$ cat config.mk
export PLATFORM = sky130hd
export DESIGN_NAME = tlc_phase_timer
export DESIGN_NICKNAME = d
export VERILOG_FILES = /design/src/rtl/tlc_pkg.sv /design/src/rtl/tlc_lamp_decode.sv /design/src/rtl/tlc_phase_timer.sv
export SDC_FILE = /design/constraint.sdc
export NUM_CORES = 1
export LEC_CHECK = 0
export BUFFER_PORTS_ARGS = -buffer_cell sky130_fd_sc_hd__buf_2
export CAP_MARGIN = 20
export CELL_PAD_IN_SITES_DETAIL_PLACEMENT = 2
export CELL_PAD_IN_SITES_GLOBAL_PLACEMENT = 2
export CORE_MARGIN = 3
export CORE_UTILIZATION = 34
export DETAILED_ROUTE_END_ITERATION = 7
export PLACE_DENSITY_LB_ADDON = 0.1
export SLEW_MARGIN = 20
export SYNTH_ARGS = -nofsm -noshare
export SYNTH_HDL_FRONTEND = slang
export SYNTH_SLANG_ARGS = --single-unit
$ cat constraint.sdc
create_clock -name i_clock -period 2.2 [get_ports i_clock]
set_clock_uncertainty 0.05 [all_clocks]
set_input_delay 0 -clock i_clock [delete_from_list [all_inputs] [get_ports i_clock]]
set_output_delay 0 -clock i_clock [all_outputs]
set_load 0.1 [all_outputs]
$ cat src/rtl/tlc_pkg.sv
// Shared encodings for the traffic-light controller and its phase timer.
// Lamp buses are packed per lane, indexed by the lane number.
package tlc_pkg;

  typedef enum logic [1:0] {
    PH_IDLE   = 2'b00,
    PH_GREEN  = 2'b01,
    PH_YELLOW = 2'b10,
    PH_FAULT  = 2'b11
  } phase_e;

  localparam logic [1:0] LANE_W = 2'd0;
  localparam logic [1:0] LANE_S = 2'd1;
  localparam logic [1:0] LANE_E = 2'd2;
  localparam logic [1:0] LANE_N = 2'd3;

  localparam int LAMP_RED    = 2;
  localparam int LAMP_YELLOW = 1;
  localparam int LAMP_GREEN  = 0;

  typedef logic [3:0][2:0] lamp_bus_t;
  typedef logic [3:0][1:0] sensor_bus_t;

endpackage

$ cat src/rtl/tlc_lamp_decode.sv
// Combinational decode of the four lamp groups: single green/yellow lane
// detection and illegal-combination flag.
module tlc_lamp_decode
  import tlc_pkg::*;
(
  input  lamp_bus_t  i_lamps,
  output logic       o_one_green,
  output logic [1:0] o_green_lane,
  output logic       o_one_yellow,
  output logic [1:0] o_yellow_lane,
  output logic       o_illegal
);

  logic [2:0] w_g_cnt;
  logic [2:0] w_y_cnt;
  logic       w_multi;

  // NOTE: every variable gets a default before the loop so no latch is inferred.
  always_comb begin
    w_g_cnt       = '0;
    w_y_cnt       = '0;
    w_multi       = 1'b0;
    o_green_lane  = '0;
    o_yellow_lane = '0;
    for (int i = 0; i < 4; i++) begin
      if (i_lamps[i][LAMP_GREEN]) begin
        w_g_cnt      = w_g_cnt + 3'd1;
        o_green_lane = 2'(i);
      end
      if (i_lamps[i][LAMP_YELLOW]) begin
        w_y_cnt       = w_y_cnt + 3'd1;
        o_yellow_lane = 2'(i);
      end
      if ($countones(i_lamps[i]) > 1) w_multi = 1'b1;
    end
    o_one_green  = (w_g_cnt == 3'd1);
    o_one_yellow = (w_y_cnt == 3'd1);
    // Total green+yellow above one also covers two greens or two yellows.
    o_illegal    = w_multi || (({1'b0, w_g_cnt} + {1'b0, w_y_cnt}) > 4'd1);
  end

endmodule

$ cat src/rtl/tlc_phase_timer.sv
// Phase timer for tlc: tracks the active green/yellow phase from the lamps and
// raises the expiry strobes tlc waits on. Illegal lamp patterns latch FAULT.
module tlc_phase_timer
  import tlc_pkg::*;
#(
  parameter int G2Y_CYCLES = 30,
  parameter int Y2R_CYCLES = 10,
  parameter int EXT_STEP   = 5,
  parameter int CNT_W      = 8
) (
  input  logic       i_clock,
  input  logic       i_reset_b,
  input  logic [2:0] i_w_lamp,
  input  logic [2:0] i_s_lamp,
  input  logic [2:0] i_e_lamp,
  input  logic [2:0] i_n_lamp,
  input  logic [1:0] i_w_sensor,
  input  logic [1:0] i_s_sensor,
  input  logic [1:0] i_e_sensor,
  input  logic [1:0] i_n_sensor,
  output logic       o_g2y_timer,
  output logic       o_y2r_timer,
  output logic [1:0] o_phase,
  output logic [1:0] o_lane,
  output logic       o_fault
);

  localparam logic [CNT_W-1:0] Y2R_T = CNT_W'(Y2R_CYCLES);

  lamp_bus_t   w_lamps;
  sensor_bus_t w_sensors;
  logic        w_one_green, w_one_yellow, w_illegal;
  logic [1:0]  w_green_lane, w_yellow_lane;
  logic [CNT_W-1:0] w_green_target, w_cnt_inc;

  phase_e           r_state, w_next_state;
  logic [CNT_W-1:0] r_cnt, w_next_cnt;
  logic [CNT_W-1:0] r_target, w_next_target;
  logic [1:0]       r_lane, w_next_lane;

  assign w_lamps   = {i_n_lamp, i_e_lamp, i_s_lamp, i_w_lamp};
  assign w_sensors = {i_n_sensor, i_e_sensor, i_s_sensor, i_w_sensor};

  tlc_lamp_decode u_decode (
    .i_lamps       (w_lamps),
    .o_one_green   (w_one_green),
    .o_green_lane  (w_green_lane),
    .o_one_yellow  (w_one_yellow),
    .o_yellow_lane (w_yellow_lane),
    .o_illegal     (w_illegal)
  );

  // Sensor is only consumed at green entry, so later changes cannot stretch a phase.
  assign w_green_target = CNT_W'(G2Y_CYCLES)
                        + CNT_W'(EXT_STEP) * CNT_W'(w_sensors[w_green_lane]);
  assign w_cnt_inc      = (r_cnt == '1) ? r_cnt : r_cnt + 1'b1;

  always_comb begin
    w_next_state  = r_state;
    w_next_cnt    = r_cnt;
    w_next_target = r_target;
    w_next_lane   = r_lane;
    if (w_illegal || r_state == PH_FAULT) begin
      w_next_state = PH_FAULT;
    end else if (w_one_green) begin
      w_next_state = PH_GREEN;
      if (r_state == PH_GREEN && w_green_lane == r_lane) begin
        w_next_cnt = w_cnt_inc;
      end else begin
        w_next_cnt    = CNT_W'(1);
        w_next_lane   = w_green_lane;
        w_next_target = w_green_target;
      end
    end else if (w_one_yellow) begin
      w_next_state = PH_YELLOW;
      if (r_state == PH_YELLOW && w_yellow_lane == r_lane) begin
        w_next_cnt = w_cnt_inc;
      end else begin
        w_next_cnt    = CNT_W'(1);
        w_next_lane   = w_yellow_lane;
        w_next_target = Y2R_T;
      end
    end else begin
      w_next_state = PH_IDLE;
      w_next_cnt   = '0;
    end
  end

  // NOTE: state registers use non-blocking assignments so every flop samples pre-edge values.
  always_ff @(posedge i_clock or posedge i_reset_b) begin
    if (i_reset_b) begin
      r_state  <= PH_IDLE;
      r_cnt    <= '0;
      r_target <= '0;
      r_lane   <= '0;
    end else begin
      r_state  <= w_next_state;
      r_cnt    <= w_next_cnt;
      r_target <= w_next_target;
      r_lane   <= w_next_lane;
    end
  end

  assign o_phase     = r_state;
  assign o_lane      = (r_state == PH_GREEN || r_state == PH_YELLOW) ? r_lane : 2'd0;
  assign o_fault     = (r_state == PH_FAULT);
  assign o_g2y_timer = (r_state == PH_GREEN)  && (r_cnt >= r_target);
  assign o_y2r_timer = (r_state == PH_YELLOW) && (r_cnt >= r_target);

endmodule

==> run summary, run 1 <==
The average cell area after synthesis came out at 8.68 um^2. After synthesis, the largest area contributor takes up 25.2% of total cell area. The flow stopped in global routing.

For the number of warning messages in the yosys log, the log shows 0. Entering global routing, the biggest net connects 19 pins. For the area of the mapped netlist, the log shows 1790 um^2. The biggest area contributor in the post-synthesis netlist is sky130_fd_sc_hd__dfrtp_1.

In this run the horizontal extent of the chip is 78.5 um. Summed over all nets, the half-perimeter wirelength after detailed placement is 5.11 mm. Once placement finished, the instance area stood at 2330 um^2.

Counting distinct cell types in the post-synthesis netlist gives 57. H-tree level count: 1. The net count after synthesis was 255. After the last repair the worst path ends at a register data pin. After synthesis, the share of flip-flops with an asynchronous set or reset is 100%.

Clock tree synthesis inserted a total of 3 buffers. The run stopped with a tool error. The tool reported: "[ERROR DPL-0033] detailed placement checks failed during check placement". Synthesis handed over a netlist of 206 instances. The clock passes through at most 2 buffers.

At the end of routability-driven placement, the weighted congestion stood at 0.879. The fraction of the yosys area taken by sequential cells was 25.2%; the count of input and output buffers was 28. The initial antenna violation count came out at 1.

The last worst endpoint in the global-route repair_timing was r_cnt[6]$_DFFE_PP0N_/D. The floorplan has 25 rows. Flop and latch count out of synthesis: 18. Top-level I/O count: 29.

Yosys attributes the largest share of cell area to sky130_fd_sc_hd__dfrtp_1, sky130_fd_sc_hd__ha_1, sky130_fd_sc_hd__inv_1. The top flip-flop cell by instance count after synthesis was sky130_fd_sc_hd__dfrtp_1. The tree is rooted in a sky130_fd_sc_hd__clkbuf_8. The clock drives 18 sinks. The worst slack at placement came out at -1100 ps. Once the floorplan was initialized, standard cells occupied 36.4% of the core. The die is 78.5 um tall.

The number of enable-type register cells in the synthesized netlist is 0.
per-stage QoR:
step | instances | util [%] | hold slack [ps]
detailed placement | 332 | 47.5 | 113
global placement | 332 | 47.5 | 94.0
CTS | 346 | 55.0 | 71.4
floorplan | 206 | - | -111
logic make-up after synthesis:
family | count (synthesis) | synth area share [%]
AO/OA/AOI/OAI | 54 | 22.5
XOR/XNOR | 7 | 3.43
adder cells (fa/ha/maj) | 27 | 19.3
buffers and inverters | 30 | 6.51
flip-flops | 18 | 25.2
multiplexers | 4 | 2.38
AND/OR/NAND/NOR | 66 | 20.6
cell usage after synthesis (all sizes together) (2+ instances only):
| master | n |
|---|---|
| a21o | 4 |
| a21oi | 16 |
| a41oi | 2 |
| and2 | 2 |
| and4 | 3 |
| buf | 3 |
| clkbuf | 3 |
| dfrtp | 18 |
| ha | 26 |
| inv | 24 |
| mux2 | 2 |
| mux2i | 2 |
| nand2 | 17 |
| nand3 | 8 |
| nor2 | 14 |
| nor2b | 2 |
| nor3 | 6 |
| nor4 | 2 |
| nor4b | 3 |
| o21a | 2 |
| o21ai | 8 |
| o22a | 2 |
| o22ai | 3 |
| or4b | 2 |
| xnor2 | 5 |
| xor2 | 2 |
repair_timing:
action / CTS
buffers inserted: 10
gates cloned: 0
endpoints found under the setup margin: 20
hold buffers: 1
hold endpoints to repair: 18
pin swaps: 20
gates resized for setup: 57
==> run 2, diff against run 1 <==
- CELL_PAD_IN_SITES_DETAIL_PLACEMENT: 2 -> default
- CELL_PAD_IN_SITES_GLOBAL_PLACEMENT: 2 -> default
- CORE_UTILIZATION: 34 -> 35
- PLACE_DENSITY_LB_ADDON: 0.1 -> 0.15
==> run summary, run 2 <==
The count of input and output buffers is 28 (unchanged). The logs give 18 (unchanged) for the number of clock sinks seen by CTS and 260 ps for the clock insertion delay at the later pin of the skew report. The core box area was 4820 um^2. In this run the critical register-to-register path is captured at r_cnt[3]$_DFFE_PP0N_.

Fraction of post-synthesis cell area in the top cell type by area: 25.2% (unchanged). Count of final setup violators: 18. The initial antenna violation count was 0. STA classifies the critical path startpoint as an input port. The number of enable-type register cells in the synthesized netlist works out to 0 (unchanged). The via total after detailed routing came out at 1717. The number of flip-flops under the largest register name was 8. The worst vdd rail ir drop is 0.000211 V. The fraction of the yosys area taken by sequential cells came out at 25.2% (unchanged).

The via count of the first global-routing pass was 1686. The sum of net half-perimeters after detailed placement was 3.58 mm (-30%); the placement-stage cell area was 2300 um^2 (-1.3%). Count of different cell masters after synthesis: 57 (unchanged). The tightest hold path in the finished design has a slack of 53.6 ps.

The tools report the cell at the root of the clock tree as sky130_fd_sc_hd__clkbuf_8. The H-tree level count came out at 1 (unchanged). Across the run, the number of max-cap violations was 0. The leakage power of the design is 1.23 nW, and the async set or reset register ratio after synthesis is 100% (unchanged). Counting flops per register, the top entry is r_cnt. The die span in x works out to 77.5 um (-1.3%). The run gives 2 (unchanged) as the maximum buffer depth of the clock tree. Setup repair after global routing could not meet its margin everywhere. The library cell used most frequently in the layout, excluding fill and tap cells, is sky130_fd_sc_hd__buf_4. Before antenna repair, the detailed router went through 4 iterations.

STA classifies the critical path endpoint as a register. Top flip-flop cell by instance count after synthesis: sky130_fd_sc_hd__dfrtp_1. The largest total area in the synthesized netlist belongs to sky130_fd_sc_hd__dfrtp_1. The clock period minus worst slack is 2650 ps.

The run gives 73 as the number of violations reported at the end of detailed-routing iteration 0. TritonCTS built the clock tree. The ratio of cells with drive above 1 in the final layout is 43.2%, and the net count after synthesis is 255 (unchanged). By area the synthesized netlist is led by sky130_fd_sc_hd__dfrtp_1, sky130_fd_sc_hd__ha_1, sky130_fd_sc_hd__inv_1. The worst-case register-to-register setup slack was 170 ps; the number of nets with antenna violations after routing was 0.

Max-slew violation count: 0. In the layout the commonest cells are sky130_fd_sc_hd__buf_4, sky130_fd_sc_hd__buf_2, sky130_fd_sc_hd__ha_1, sky130_fd_sc_hd__dfrtp_1. The startpoint identified for the worst register-to-register timing path is o_phase[1]$_DFF_PP0_. Of all nets on the critical path, the largest fanout is 5. Measured against its own limit, the worst slew margin works out to 50.8%. Global routing finished with a remaining overflow of 0. The largest registers in the layout are r_cnt (8), r_target (6). Compared with the post-synthesis result, the final layout area differs by 46.4%. The tools report the total wire length as 4.56 mm. The average cell area after synthesis is 8.68 um^2 (unchanged), and the total area of sequential cells is 450 um^2.

The post-route cell area was 2620 um^2; the first-pass GRT wire length was 7.89 mm. The worst-case hold path end point is r_target[0]$_DFFE_PP0P_. Number of warning messages in the yosys log: 0 (unchanged). The multi-input combinational cells in the finished layout cover a total of 1390 um^2.

At the worst endpoint, the arrival time is 2730 ps. The total of fill cells in the finished design was 470; the final sum of negative setup slack was -6260 ps. For the number of rows created at floorplan, the log shows 25 (unchanged). The required time at the worst-slack endpoint is 2270 ps, and the area of the die is 6000 um^2.

The height of the die is 77.5 um (-1.3%). The number of cells on the worst reg-to-reg path is 9. The top-level I/O count is 29 (unchanged), and the power density over cell area is 366 nW/um^2. After the flow finishes, the layout carries non-filler instances totaling 340. The upper clock frequency limit came out at 0.377 GHz. The run gives -452 ps as the worst setup slack after layout. The number of hold-slack violations in the final timing report was 0.

The number of cells in the design after placement is 328 (-1.2%). In the finished design, the share of the clock period the worst path needs comes to 121%. The logs give 3 (unchanged) for the number of buffers created by CTS and 1790 um^2 (unchanged) for the area of the mapped netlist. Clock-pin slew was measured on the worst setup and hold paths at 70 ps. By count the netlist is led by sky130_fd_sc_hd__ha_1, sky130_fd_sc_hd__inv_1, sky130_fd_sc_hd__dfrtp_1.

Entering global routing, the biggest net connects 19 pins. Flop and latch count out of synthesis: 18 (unchanged). At the pin with the least slew margin, the transition time is 738 ps.

The final weighted congestion of routability-driven global placement is 0.804 (-8.5%). In this run the most critical hold path is launched from i_n_sensor[0]. For the number of antenna diodes, the log shows 0.

The flow ran to the end, but the final reports show violations. The type of the worst min-delay path was in -> reg. Cell with the most instances after synthesis: sky130_fd_sc_hd__ha_1. The worst hold path passes through 3 cells. Number of cells produced by synthesis: 206 (unchanged).

The checks that failed: negative setup slack. Aggregate global-route resource usage: 16.1%. The detailed-route vias per instance works out to 5.05. The setup path with the least slack is of type in -> reg.

The tools report the number of nets in the finished design as 324. The effective utilization at floorplan is 37.1% (+0.71 points). The mean routed wirelength per cell is 13.4 um, and the number of DRC violations after detailed routing is 0.
[run 2: worst max-delay path by stage]
stage | startpoint | to | slack, ps | depth (start not counted)
global route | i_w_lamp[0] | r_cnt[3]$_DFFE_PP0N_ | -560 | 17
floorplan | i_s_lamp[1] | r_lane[0]$_DFFE_PP0P_ | -570 | 15
finish | i_s_lamp[0] | r_cnt[3]$_DFFE_PP0N_ | -450 | 16
global placement | i_s_lamp[1] | r_lane[1]$_DFFE_PP0P_ | -730 | 16
CTS | i_w_lamp[0] | r_lane[0]$_DFFE_PP0P_ | -420 | 16
detailed placement | i_s_lamp[1] | r_cnt[6]$_DFFE_PP0N_ | -850 | 16
[run 2: logic make-up (layout without fill, tap and decap cells)]
family	Yosys count	count (layout)	share of synthesized area, %
adders and majority gates	27	27	19.3
and+or+nand+nor	66	66	20.6
xor gates and xnor gates	7	7	3.43
AOI/OAI and AO/OA	54	54	22.5
buffers and inverters	30	97	6.51
DFF	18	18	25.2
muxes	4	4	2.38
[run 2: report_power, final]
group / switching, W / total [W] / leakage (nW) / internal [W]
Sequential: 0.00000571 / 0.000342 / 0.220 / 0.000336
Combinational: 0.000181 / 0.000382 / 0.993 / 0.000201
Clock: 0.000113 / 0.000235 / 0.0216 / 0.000122
Total: 0.000299 / 0.000958 / 1.23 / 0.000659
[run 2: metal layers]
metal | track usage, % | part of all wire, % | up-vias
met1 | 23.9 | 52 | 797
met4 | 2.67 | 1.0 | 0
met3 | 3.36 | 3.2 | 6
met2 | 24.1 | 44 | 29
li1 | - | - | 885
met5 | 0 | 0 | -
[run 2: cell type report]
cell class	instances	area share (%)
well taps	67	3.20
inverters	24	4.35
clock buffers	3	1.58
repair buffers	70	20.4
flip-flops and latches	18	17.2
multi-input cells	158	53.3
[run 2: stage by stage]
stage / worst slack [ps] / power [W] / utilization [%]
after CTS: -417 / 0.000938 / 52.3
after floorplan: -574 / 0.000546 / -
final: -452 / 0.000958 / 54.3
after global placement: -730 / 0.000673 / 47.8
after detailed placement: -851 / 0.000684 / 47.8
after global routing: -559 / 0.00102 / 54.3
[run 2: repair_timing]
action / 4_1_cts / 5_1_grt
cloned: 0 / 0
resized for setup: 29 / 26
pin swaps: 8 / 3
hold endpoints to repair: 18 / 0
endpoints found under the setup margin: 20 / 20
buffers inserted: 7 / 2
hold buffers: 1 / 0
[run 2: critical path, cell delays in order]
cell                         delay [ps]
sky130_fd_sc_hd__buf_6               90
sky130_fd_sc_hd__inv_4               30
sky130_fd_sc_hd__ha_4               290
sky130_fd_sc_hd__xor2_4             230
sky130_fd_sc_hd__xnor2_2            160
sky130_fd_sc_hd__ha_2               220
sky130_fd_sc_hd__inv_2               40
sky130_fd_sc_hd__fa_1               540
sky130_fd_sc_hd__nor3b_2            160
sky130_fd_sc_hd__o2111ai_1          130
sky130_fd_sc_hd__nor2_2             180
sky130_fd_sc_hd__buf_6              150
sky130_fd_sc_hd__clkinvlp_4         140
sky130_fd_sc_hd__buf_4              170
sky130_fd_sc_hd__nor2_4             120
sky130_fd_sc_hd__a311oi_1            60
Power figures use the tool's default switching activity.
